**config.mk**
```make
export PLATFORM = sky130hd
export DESIGN_NAME = flt_sub_seq_flat
export DESIGN_NICKNAME = d
export VERILOG_FILES = /design/src/rtl/flt_sub_seq_if.sv /design/src/rtl/flt_sub_seq.sv /design/src/flat_wrapper.sv
export SDC_FILE = /design/constraint.sdc
export NUM_CORES = 1
export LEC_CHECK = 0
export BUFFER_PORTS_ARGS = -buffer_cell sky130_fd_sc_hd__buf_2
export CORE_AREA = 5 5 185 115
export CTS_CLUSTER_SIZE = 12
export DETAILED_ROUTE_END_ITERATION = 16
export DIE_AREA = 0 0 190 120
export GPL_TIMING_DRIVEN = 1
export HOLD_SLACK_MARGIN = 0.15
export SETUP_SLACK_MARGIN = 0.2
export SLEW_MARGIN = 10
export SYNTH_ARGS = -nofsm -noshare
export SYNTH_HDL_FRONTEND = slang
export SYNTH_SLANG_ARGS = --single-unit
export TNS_END_PERCENT = 20
```
**constraint.sdc**
```tcl
create_clock -name clk -period 5.05 [get_ports clk]
set_input_delay 0.7575 -clock clk [delete_from_list [all_inputs] [get_ports clk]]
set_output_delay 0.7575 -clock clk [all_outputs]
set_load 0.01 [all_outputs]
```
**src/rtl/flt_sub_seq_if.sv**
```systemverilog
// ---------------------------------------------------------------------------
// flt_sub_seq_if
// Control handshake and byte-wide data memory port of the half-precision
// float subtractor.
//   start      : one-cycle request pulse (environment -> subtractor)
//   done       : result written, held until the next accepted start
//   mem_addr   : byte address into data_mem
//   mem_rd     : read strobe, mem_rdata valid one cycle later
//   mem_wr     : write strobe, mem_wdata written at mem_addr on the edge
//   mem_wdata  : write data byte
//   mem_rdata  : read data byte
// Modports: master = subtractor side, slave = memory/environment side.
// ---------------------------------------------------------------------------
interface flt_sub_seq_if;
    logic       start;
    logic       done;
    logic [7:0] mem_addr;
    logic       mem_rd;
    logic       mem_wr;
    logic [7:0] mem_wdata;
    logic [7:0] mem_rdata;

    modport master (
        input  start,
        input  mem_rdata,
        output done,
        output mem_addr,
        output mem_rd,
        output mem_wr,
        output mem_wdata
    );

    modport slave (
        output start,
        output mem_rdata,
        input  done,
        input  mem_addr,
        input  mem_rd,
        input  mem_wr,
        input  mem_wdata
    );
endinterface

```
**src/rtl/flt_sub_seq.sv**
```systemverilog
// ---------------------------------------------------------------------------
// flt_sub_seq
// Multicycle half-precision subtractor computing A - B. Operands are fetched
// byte by byte from data_mem (A hi/lo at BASE_ADDR+0/+1, B at +2/+3), the
// result is written to +4 (hi) / +5 (lo) and done is raised.
// Format: sign[15], exp[14:10] bias 15, mant[9:0] with hidden 1; exp==0 is
// zero, no subnormals, no NaN; overflow saturates to +/-inf.
// Ports:
//   clk    : rising-edge clock
//   reset  : asynchronous, active-low reset
//   bus    : flt_sub_seq_if.master (start/done handshake + memory port)
// ---------------------------------------------------------------------------
module flt_sub_seq #(
    parameter logic [7:0] BASE_ADDR = 8'd128,
    parameter int         ALIGN_MAX = 13
) (
    input  logic          clk,
    input  logic          reset,
    flt_sub_seq_if.master bus
);

    localparam logic [4:0] ALIGN_LIM = 5'(ALIGN_MAX);

    typedef enum logic [3:0] {
        S_IDLE, S_LD0, S_LD1, S_LD2, S_LD3, S_LD4, S_PREP, S_ALIGN,
        S_ARITH, S_NORM, S_ROUND, S_WR0, S_WR1, S_DONE
    } state_t;

    state_t      state_q, state_d;
    logic        done_q, done_d;
    logic        mem_rd_q, mem_rd_d;
    logic        mem_wr_q, mem_wr_d;
    logic [7:0]  mem_addr_q, mem_addr_d;
    logic [7:0]  mem_wdata_q, mem_wdata_d;
    logic [15:0] a_q, a_d;
    logic [15:0] b_q, b_d;
    logic        sign_q, sign_d;
    logic        eff_sub_q, eff_sub_d;
    logic [5:0]  exp_q, exp_d;        // one spare bit so exp 31 + carry is seen
    logic [10:0] mx_q, mx_d;
    logic [10:0] my_q, my_d;
    logic [11:0] m_q, m_d;
    logic        g_q, g_d;
    logic        r_q, r_d;
    logic        s_q, s_d;
    logic [4:0]  cnt_q, cnt_d;
    logic [15:0] res_q, res_d;

    // Operand ordering: X is the larger magnitude; exp/mant compare is the
    // same as an unsigned compare of the low 15 bits.
    logic        a_nil, b_nil, a_big;
    logic [4:0]  ex, ey, diff;
    logic [9:0]  x_mant, y_mant;
    logic [14:0] sub_w;
    logic [11:0] add_w;

    assign a_nil  = (a_q[14:10] == 5'd0);
    assign b_nil  = (b_q[14:10] == 5'd0);
    assign a_big  = (a_q[14:0] >= b_q[14:0]);
    assign ex     = a_big ? a_q[14:10] : b_q[14:10];
    assign ey     = a_big ? b_q[14:10] : a_q[14:10];
    assign x_mant = a_big ? a_q[9:0]   : b_q[9:0];
    assign y_mant = a_big ? b_q[9:0]   : a_q[9:0];
    assign diff   = ex - ey;

    // Subtraction includes the guard/round/sticky tail of Y so the borrow
    // out of the discarded bits reaches the mantissa.
    assign sub_w  = {1'b0, mx_q, 3'b000} - {1'b0, my_q, g_q, r_q, s_q};
    assign add_w  = {1'b0, mx_q} + {1'b0, my_q};

    // Round-to-nearest-even on a normalised 11-bit mantissa, then pack,
    // saturating to infinity when the exponent leaves the finite range.
    function automatic logic [15:0] round_pack(
        input logic        sign,
        input logic [5:0]  exp,
        input logic [10:0] mant,
        input logic        g,
        input logic        r,
        input logic        s
    );
        logic        inc;
        logic [11:0] sum;
        logic [5:0]  e;
        logic [9:0]  frac;
        inc  = g & (r | s | mant[0]);
        sum  = {1'b0, mant} + {11'b0, inc};
        e    = exp;
        frac = sum[9:0];
        if (sum[11]) begin
            e    = exp + 6'd1;
            frac = sum[10:1];
        end
        if (e >= 6'd31) begin
            return {sign, 5'h1f, 10'h000};
        end
        return {sign, e[4:0], frac};
    endfunction

    always_comb begin
        state_d     = state_q;
        a_d         = a_q;
        b_d         = b_q;
        sign_d      = sign_q;
        eff_sub_d   = eff_sub_q;
        exp_d       = exp_q;
        mx_d        = mx_q;
        my_d        = my_q;
        m_d         = m_q;
        g_d         = g_q;
        r_d         = r_q;
        s_d         = s_q;
        cnt_d       = cnt_q;
        res_d       = res_q;
        done_d      = done_q;
        mem_rd_d    = 1'b0;
        mem_wr_d    = 1'b0;
        mem_addr_d  = mem_addr_q;
        mem_wdata_d = mem_wdata_q;

        case (state_q)
            S_IDLE, S_DONE: begin
                if (bus.start) begin
                    state_d = S_LD0;
                end
            end
            S_LD0: state_d = S_LD1;
            // Each LDn captures the byte requested in the previous cycle.
            S_LD1: begin
                a_d[15:8] = bus.mem_rdata;
                state_d   = S_LD2;
            end
            S_LD2: begin
                a_d[7:0] = bus.mem_rdata;
                state_d  = S_LD3;
            end
            S_LD3: begin
                b_d[15:8] = bus.mem_rdata;
                state_d   = S_LD4;
            end
            S_LD4: begin
                b_d[7:0] = bus.mem_rdata;
                state_d  = S_PREP;
            end
            S_PREP: begin
                if (a_nil && b_nil) begin
                    res_d   = 16'h0000;
                    state_d = S_WR0;
                end else if (a_nil) begin
                    res_d   = {~b_q[15], b_q[14:0]};
                    state_d = S_WR0;
                end else if (b_nil) begin
                    res_d   = a_q;
                    state_d = S_WR0;
                end else begin
                    // B's sign is inverted, so the effective operation is a
                    // subtraction exactly when the stored signs agree.
                    sign_d    = a_big ? a_q[15] : ~b_q[15];
                    eff_sub_d = (a_q[15] == b_q[15]);
                    exp_d     = {1'b0, ex};
                    mx_d      = {1'b1, x_mant};
                    g_d       = 1'b0;
                    r_d       = 1'b0;
                    if (diff > ALIGN_LIM) begin
                        my_d    = 11'd0;
                        s_d     = |{1'b1, y_mant};
                        cnt_d   = 5'd0;
                        state_d = S_ARITH;
                    end else begin
                        my_d    = {1'b1, y_mant};
                        s_d     = 1'b0;
                        cnt_d   = diff;
                        state_d = (diff == 5'd0) ? S_ARITH : S_ALIGN;
                    end
                end
            end
            S_ALIGN: begin
                my_d  = my_q >> 1;
                g_d   = my_q[0];
                r_d   = g_q;
                s_d   = s_q | r_q;
                cnt_d = cnt_q - 5'd1;
                if (cnt_q == 5'd1) begin
                    state_d = S_ARITH;
                end
            end
            S_ARITH: begin
                if (eff_sub_q) begin
                    if (sub_w == 15'd0) begin
                        res_d   = 16'h0000;
                        state_d = S_WR0;
                    end else begin
                        m_d     = sub_w[14:3];
                        g_d     = sub_w[2];
                        r_d     = sub_w[1];
                        s_d     = sub_w[0];
                        state_d = S_NORM;
                    end
                end else begin
                    m_d     = add_w;
                    state_d = S_NORM;
                end
            end
            S_NORM: begin
                if (m_q[11]) begin
                    m_d     = {1'b0, m_q[11:1]};
                    g_d     = m_q[0];
                    r_d     = g_q;
                    s_d     = r_q | s_q;
                    exp_d   = exp_q + 6'd1;
                    state_d = S_ROUND;
                end else if (!m_q[10]) begin
                    m_d   = {m_q[10:0], g_q};
                    g_d   = r_q;
                    r_d   = s_q;
                    s_d   = 1'b0;
                    exp_d = exp_q - 6'd1;
                    // Exponent underflow flushes to a signed zero.
                    if (exp_q == 6'd1) begin
                        res_d   = {sign_q, 15'h0000};
                        state_d = S_WR0;
                    end
                end else begin
                    state_d = S_ROUND;
                end
            end
            S_ROUND: begin
                res_d   = round_pack(sign_q, exp_q, m_q[10:0], g_q, r_q, s_q);
                state_d = S_WR0;
            end
            S_WR0:   state_d = S_WR1;
            S_WR1:   state_d = S_DONE;
            default: state_d = S_IDLE;
        endcase

        // Bus outputs are registered for the state being entered, so they
        // are stable for the whole cycle the FSM spends in that state.
        done_d = (state_d == S_DONE);
        case (state_d)
            S_LD0: begin
                mem_rd_d   = 1'b1;
                mem_addr_d = BASE_ADDR;
            end
            S_LD1: begin
                mem_rd_d   = 1'b1;
                mem_addr_d = BASE_ADDR + 8'd1;
            end
            S_LD2: begin
                mem_rd_d   = 1'b1;
                mem_addr_d = BASE_ADDR + 8'd2;
            end
            S_LD3: begin
                mem_rd_d   = 1'b1;
                mem_addr_d = BASE_ADDR + 8'd3;
            end
            S_WR0: begin
                mem_wr_d    = 1'b1;
                mem_addr_d  = BASE_ADDR + 8'd4;
                mem_wdata_d = res_d[15:8];
            end
            S_WR1: begin
                mem_wr_d    = 1'b1;
                mem_addr_d  = BASE_ADDR + 8'd5;
                mem_wdata_d = res_d[7:0];
            end
            default: begin
                mem_rd_d = 1'b0;
            end
        endcase
    end

    always_ff @(posedge clk or negedge reset) begin
        if (!reset) begin
            state_q     <= S_IDLE;
            done_q      <= 1'b0;
            mem_rd_q    <= 1'b0;
            mem_wr_q    <= 1'b0;
            mem_addr_q  <= 8'd0;
            mem_wdata_q <= 8'd0;
            a_q         <= 16'd0;
            b_q         <= 16'd0;
            sign_q      <= 1'b0;
            eff_sub_q   <= 1'b0;
            exp_q       <= 6'd0;
            mx_q        <= 11'd0;
            my_q        <= 11'd0;
            m_q         <= 12'd0;
            g_q         <= 1'b0;
            r_q         <= 1'b0;
            s_q         <= 1'b0;
            cnt_q       <= 5'd0;
            res_q       <= 16'd0;
        end else begin
            state_q     <= state_d;
            done_q      <= done_d;
            mem_rd_q    <= mem_rd_d;
            mem_wr_q    <= mem_wr_d;
            mem_addr_q  <= mem_addr_d;
            mem_wdata_q <= mem_wdata_d;
            a_q         <= a_d;
            b_q         <= b_d;
            sign_q      <= sign_d;
            eff_sub_q   <= eff_sub_d;
            exp_q       <= exp_d;
            mx_q        <= mx_d;
            my_q        <= my_d;
            m_q         <= m_d;
            g_q         <= g_d;
            r_q         <= r_d;
            s_q         <= s_d;
            cnt_q       <= cnt_d;
            res_q       <= res_d;
        end
    end

    assign bus.done      = done_q;
    assign bus.mem_rd    = mem_rd_q;
    assign bus.mem_wr    = mem_wr_q;
    assign bus.mem_addr  = mem_addr_q;
    assign bus.mem_wdata = mem_wdata_q;

endmodule

```
**src/flat_wrapper.sv**
```systemverilog
// flat-port wrapper written by rule: the top's interface ports become plain ports
module flt_sub_seq_flat 
#(
    parameter logic [7:0] BASE_ADDR = 8'd128,
    parameter int         ALIGN_MAX = 13
)
  (clk, reset, bus_start, bus_mem_rdata, bus_done, bus_mem_addr, bus_mem_rd, bus_mem_wr, bus_mem_wdata);
  flt_sub_seq_if bus_i ();
  input  logic clk;
  input  logic reset;
  input wire logic [$bits(bus_i.start)-1:0] bus_start;
  input wire logic [$bits(bus_i.mem_rdata)-1:0] bus_mem_rdata;
  output wire logic [$bits(bus_i.done)-1:0] bus_done;
  output wire logic [$bits(bus_i.mem_addr)-1:0] bus_mem_addr;
  output wire logic [$bits(bus_i.mem_rd)-1:0] bus_mem_rd;
  output wire logic [$bits(bus_i.mem_wr)-1:0] bus_mem_wr;
  output wire logic [$bits(bus_i.mem_wdata)-1:0] bus_mem_wdata;
  assign bus_i.start = bus_start;
  assign bus_i.mem_rdata = bus_mem_rdata;
  assign bus_done = bus_i.done;
  assign bus_mem_addr = bus_i.mem_addr;
  assign bus_mem_rd = bus_i.mem_rd;
  assign bus_mem_wr = bus_i.mem_wr;
  assign bus_mem_wdata = bus_i.mem_wdata;
  flt_sub_seq #(.BASE_ADDR(BASE_ADDR), .ALIGN_MAX(ALIGN_MAX)) u_core (.clk(clk), .reset(reset), .bus(bus_i));
endmodule
```
# Yosys cells after proc, flatten, opt, wreduce, memory -nomap -nowiden
# Cells that the tools add are included.
# totals
output_inout_bits	19
inputBits	11
wordCells	171
ff_bits	121
# op_classes
reduce_logical	21
n_lt_le_gt_ge	3
addsub	7
n_eq_ne	30
n_bitwise	7
mux	81
# ops
op	count
$mux 16	10
$pmux 16 s4	1
$mux 11	5
$pmux 4 s13	1
$pmux 8 s6	1
$mux 6	7
$mux 4	10
$eq 4x4->1 const B	9
$mux 12	3
$mux 10	3
$mux 5	6
$mux 1	24
$pmux 12 s2	1
$pmux 11 s2	1
$eq 4x3->1 const B	5
$eq 4x2->1 const B	4
$pmux 8 s2	1
$ge 15x15->1	1
$logic_not 15->1	1
$logic_not 5->1	3
$sub 14x14->15	1
$add 11x1->12	1
$add 11x11->12	1
$pmux 1 s4	3
32 further kinds	46

# Longest topological paths before layout
# depth
depth_word	13
depth_mapped	20

# Worst setup path before layout
# OpenSTA, ideal clock, no wires.
# synth_timing
path_kind	register -> register
start	reg u_core.my_q[8]
end	reg u_core.mem_wdata_q[7] (netlist: u_core.bus.mem_wdata[7])
synth_period_minus_slack_ns	3.894
arrival_ns	3.769
slack_ns	1.156
path_stages_with_launch	15
n_path_buf	1
path_cell_list	dfrtp_1 -> inv_1 -> ha_1 -> clkbuf_1 -> nand3_1 -> nor4b_2 -> a211oi_4 -> xnor2_1 -> or4_4 -> or4_4 -> o21a_1 -> o21a_1 -> a221o_1 -> o31a_1 -> mux2_2
# synth_between
word_cells_on_any_way	12
cone_classes	add/sub (1); eq/ne (2); mux (7); reduce/logical (2)
# synth_rtl
item	line_no	text
start, declared	flt_sub_seq.sv:41	logic [10:0] my_q, my_d;
start signal, assigned	flt_sub_seq.sv:305	my_q <= my_d;
$sub 14x14->15	flt_sub_seq.sv:68	assign sub_w = {1'b0, mx_q, 3'b000} - {1'b0, my_q, g_q, r_q, s_q};
$logic_not 15->1	flt_sub_seq.sv:188	if (sub_w == 15'd0) begin
$mux 16	flt_sub_seq.sv:188	
$mux 16	flt_sub_seq.sv:187	if (eff_sub_q) begin
$pmux 16 s4	flt_sub_seq.sv:120	case (state_q)
named net u_core.res_d[15]	flt_sub_seq.sv:47	logic [15:0] res_q, res_d;
$pmux 8 s2	flt_sub_seq.sv:238	case (state_d)
end signal, assigned	flt_sub_seq.sv:298	mem_wdata_q <= mem_wdata_d;
end, declared	flt_sub_seq.sv:34	logic [7:0] mem_wdata_q, mem_wdata_d;
# The timed path passes the listed nets, and every way through them passes these cells.
# A chain may end at the register's enable or synchronous reset.

# Worst setup path in the final report
# layout_timing
start	reg u_core.my_q[5]
end	reg u_core.mem_wdata_q[7] (netlist: u_core.bus.mem_wdata[7])
# Same word-level chain as after synthesis.

==> run summary <==
Area taken by multi-input logic gates = 4842 sq um
Final Wtd Congestion = 0.9160
Area growth, synth to finish = 11.92%
Post-Route Setup TNS = 0 ns
Fillers = 1909
CP max stage delay = 0.59 ns
Bufs and invs on worst path = 1
Vias = 7607
Finished Core Util = 46.90%
Routed len/inst = 20.51 um
CTS root buf = clkbuf_16
Routed met3 length = 2.706 mm
HP Class = in2async
Core ar. = 19570 sq um
Worst r2r src = u_core.my_q[5]
I/O Buffers = 25
Routed met1 length = 14.01 mm
Gate Count Post-Synth = 991
Setup Skew = 0.01142 ns
Crit Reg-Reg Endpoint = u_core.bus.mem_wdata[7]
Crit. End Element = register
First-pass DRT Iterations = 5
Top Ports = 30
Largest net degree at the start of global routing = 43
Vias in the first global route = 6830
Syn. warnings = 0
Post-synthesis mux area share = 6.225%
Crit path from = u_core.my_q[5]
Global-route wire length before repair = 41.52 mm
Num Clock Sinks = 117
Placed wire-length estimate = 19.71 mm
Crit start category = register
Yosys top cell by area = dfrtp_1
Post-DRT Antenna Nets = 0
Synth cell types = 72
Post-Synth Simple-Gate Area = 17.15%
Dpl cells = 1256
Syn Area/Cell = 8.275 sq um
Crit Path Class = reg2reg
Share of layout cells above drive strength 1 = 11.14%
Final Setup Violations = 0
RSZ-0062 raised after global routing = no
XOR/XNOR Fraction of Synth Area = 3.738%
Cts hold-fix bufs = 0
Register area = 2928 sq um
Worst R2R Setup Slack = 0.61 ns
Fmax = 225.0 MHz
CP Max Fanout = 21
Bufs on Longest Clock Path = 2
Final worst path period share = 88.01%
Yosys top cell area share = 35.70%
Final hold vios = 0
Die height = 120 um
CTS H-Tree Depth = 4
Prevailing post-synth register cell = dfrtp_1
WP data required = 5.36 ns
Post-Place Cell Area = 8602 sq um
Design area = 9178 sq um
WP data arrival = 4.76 ns
DR DRC count = 0
Min cycle time layout = 4.445 ns
Worst-Skew Late Latency = 0.43 ns
Async SR Flop Fraction = 100.0%
Vias per Instance = 5.911
CTS tree = yes
Status = completed
R2R cell count = 13
Synth Area in Compound Gates = 24.53%
Std-Cell Rows = 40
Total gr overflow = 0
Initial antenna violation count = 1
Slew margin rel. = 35.12%
Die width = 190 um
Fin. max-slew vios = 0
CTS clk-pin slew, worst paths = 0.06 ns
Cts bufs inserted = 17
Starting DRT DRC Count = 786
Antenna diodes = 0
Total GRT Usage = 23.70%
Setup Buffers After CTS = 0
Starting Density = 41.91%
Uppermost routed layer = met4
Adder-cell share of the synthesized area = 7.110%
Nets = 1059
Crit-path slowest cell = or4_4
Drt total wl = 26.40 mm
Worst-margin pin slew = 0.9697 ns
Setup crit end = u_core.bus.mem_wdata[7]
Seq/Total Area, Yosys = 35.70%
Area contributors post-synth = dfrtp_1 (36%), ha_1 (6.9%), o21ai_0 (6.3%), a21oi_1 (5.6%), nor2_1 (5.0%)
Main combinational cell family by area after synthesis = compound AO/OA/AOI/OAI gates
WL met2 = 9.375 mm
Worst path cell trace = inv_1 > ha_1 > a21oi_1 > nor2_1 > a2111oi_0 > a21oi_1 > or4_4 > or4_4 > o21a_1 > o21a_2 > a221o_1 > o31a_1 > mux2_2
WP depth = 13
Fin cells = 1287
Synth Cell Area = 8200 sq um
EDFF count, synth = 0
Max Cap Violations = 0
Die area = 22800 sq um
CP delay by family, top = compound AO/OA/AOI/OAI gates
Synth Register Bits = 117
Yosys cell counts (4+ instances only):
library cell and number:
dfrtp_1 117, nor2_1 109, o21ai_0 103, nand2_1 96, a21oi_1 92, inv_1 53
clkbuf_1 47, ha_1 45, mux2i_1 33, xnor2_1 22, nor3_1 21, o21a_1 21
mux2_2 16, nand3_1 14, o22ai_1 14, xor2_1 13, a21o_1 12, o31ai_1 10
a31oi_1 9, nand2b_1 9, a221o_1 8, nand4_1 8, a22oi_1 7, o221ai_1 7
or2_2 7, and3_1 6, nor2b_1 6, a211oi_1 5, and2_1 5, buf_4 4
nor4_1 4, o21ai_1 4, o21bai_1 4
stage by stage:
step,setup slack [ns],hold slack [ns]
2_1_floorplan,1.156,0.4512
3_3_place_gp,0.5919,0.4505
3_5_place_dp,0.5127,0.4562
4_1_cts,0.4969,0.3154
5_1_grt,0.2963,0.3535
6_report,0.6053,0.3103
layout make-up:
class | count | share of cell area [%]
Inverter | 53 | 2.168
Clock buffer | 18 | 4.785
Sequential cell | 117 | 31.90
Multi-Input combinational cell | 766 | 52.76
Clock inverter | 13 | 1.472
Timing Repair Buffer | 47 | 3.190
Tap cell | 273 | 3.722
routing by layer:
metal | vias to the layer above | global-route usage (%)
li1 | 3564 | -
met1 | 3683 | 39.67
met2 | 336 | 28.01
met3 | 24 | 7.471
met4 | 0 | 5.285
met5 | - | 0
how the worst min path moves through the flow:
stage / end / slack, ns / depth (start not counted)
finish: u_core.bus.mem_addr[7] / 0.31 / 1
global placement: u_core.bus.mem_addr[7] / 0.45 / 1
detailed placement: u_core.bus.mem_addr[7] / 0.46 / 1
CTS: u_core.mx_q[0] / 0.32 / 1
floorplan: u_core.sign_q / 0.45 / 2
global route: u_core.bus.mem_addr[7] / 0.35 / 1
flip-flops by register name (all words and copies together) (netlist names), 5 cells and up:
register,count
u_core.cnt_q,5
u_core.bus.mem_wdata,8
u_core.mx_q,11
u_core.res_q,16
u_core.b_q,16
u_core.a_q,16
u_core.my_q,11
u_core.exp_q,6
u_core.m_q,12
cell families (layout without fill, tap and decap cells):
kind of cell,Yosys count,in the layout
AOI/OAI and AO/OA,327,327
and+or+nand+nor,305,305
DFF,117,117
buffers and inverters,111,131
muxes,49,49
adders and majority gates,46,46
xor gates and xnor gates,35,35
other,1,4
repair_timing:
action / CTS / global route
endpoints found under the setup margin: 0 / 1
endpoints found under the hold margin: 0 / 0
resized for setup: 0 / 1
cells in the final DEF, fill, tap and decap left out, types with 12 or more instances in the layout:
| cell type | n |
|---|---|
| o21ai_0 | 103 |
| o22ai_1 | 14 |
| nor3_1 | 20 |
| nand2_1 | 96 |
| clkbuf_16 | 17 |
| a21oi_1 | 92 |
| xnor2_1 | 22 |
| xor2_1 | 13 |
| a21o_1 | 12 |
| nor2_1 | 108 |
| o21a_1 | 20 |
| mux2i_1 | 33 |
| inv_1 | 53 |
| buf_4 | 23 |
| dfrtp_1 | 117 |
| nand3_1 | 14 |
| ha_1 | 45 |
| buf_2 | 24 |
| mux2_2 | 16 |
Power is left out: the tool's default activity adds up to more than one toggle a clock period on the data nets, which glitch-free logic cannot reach.
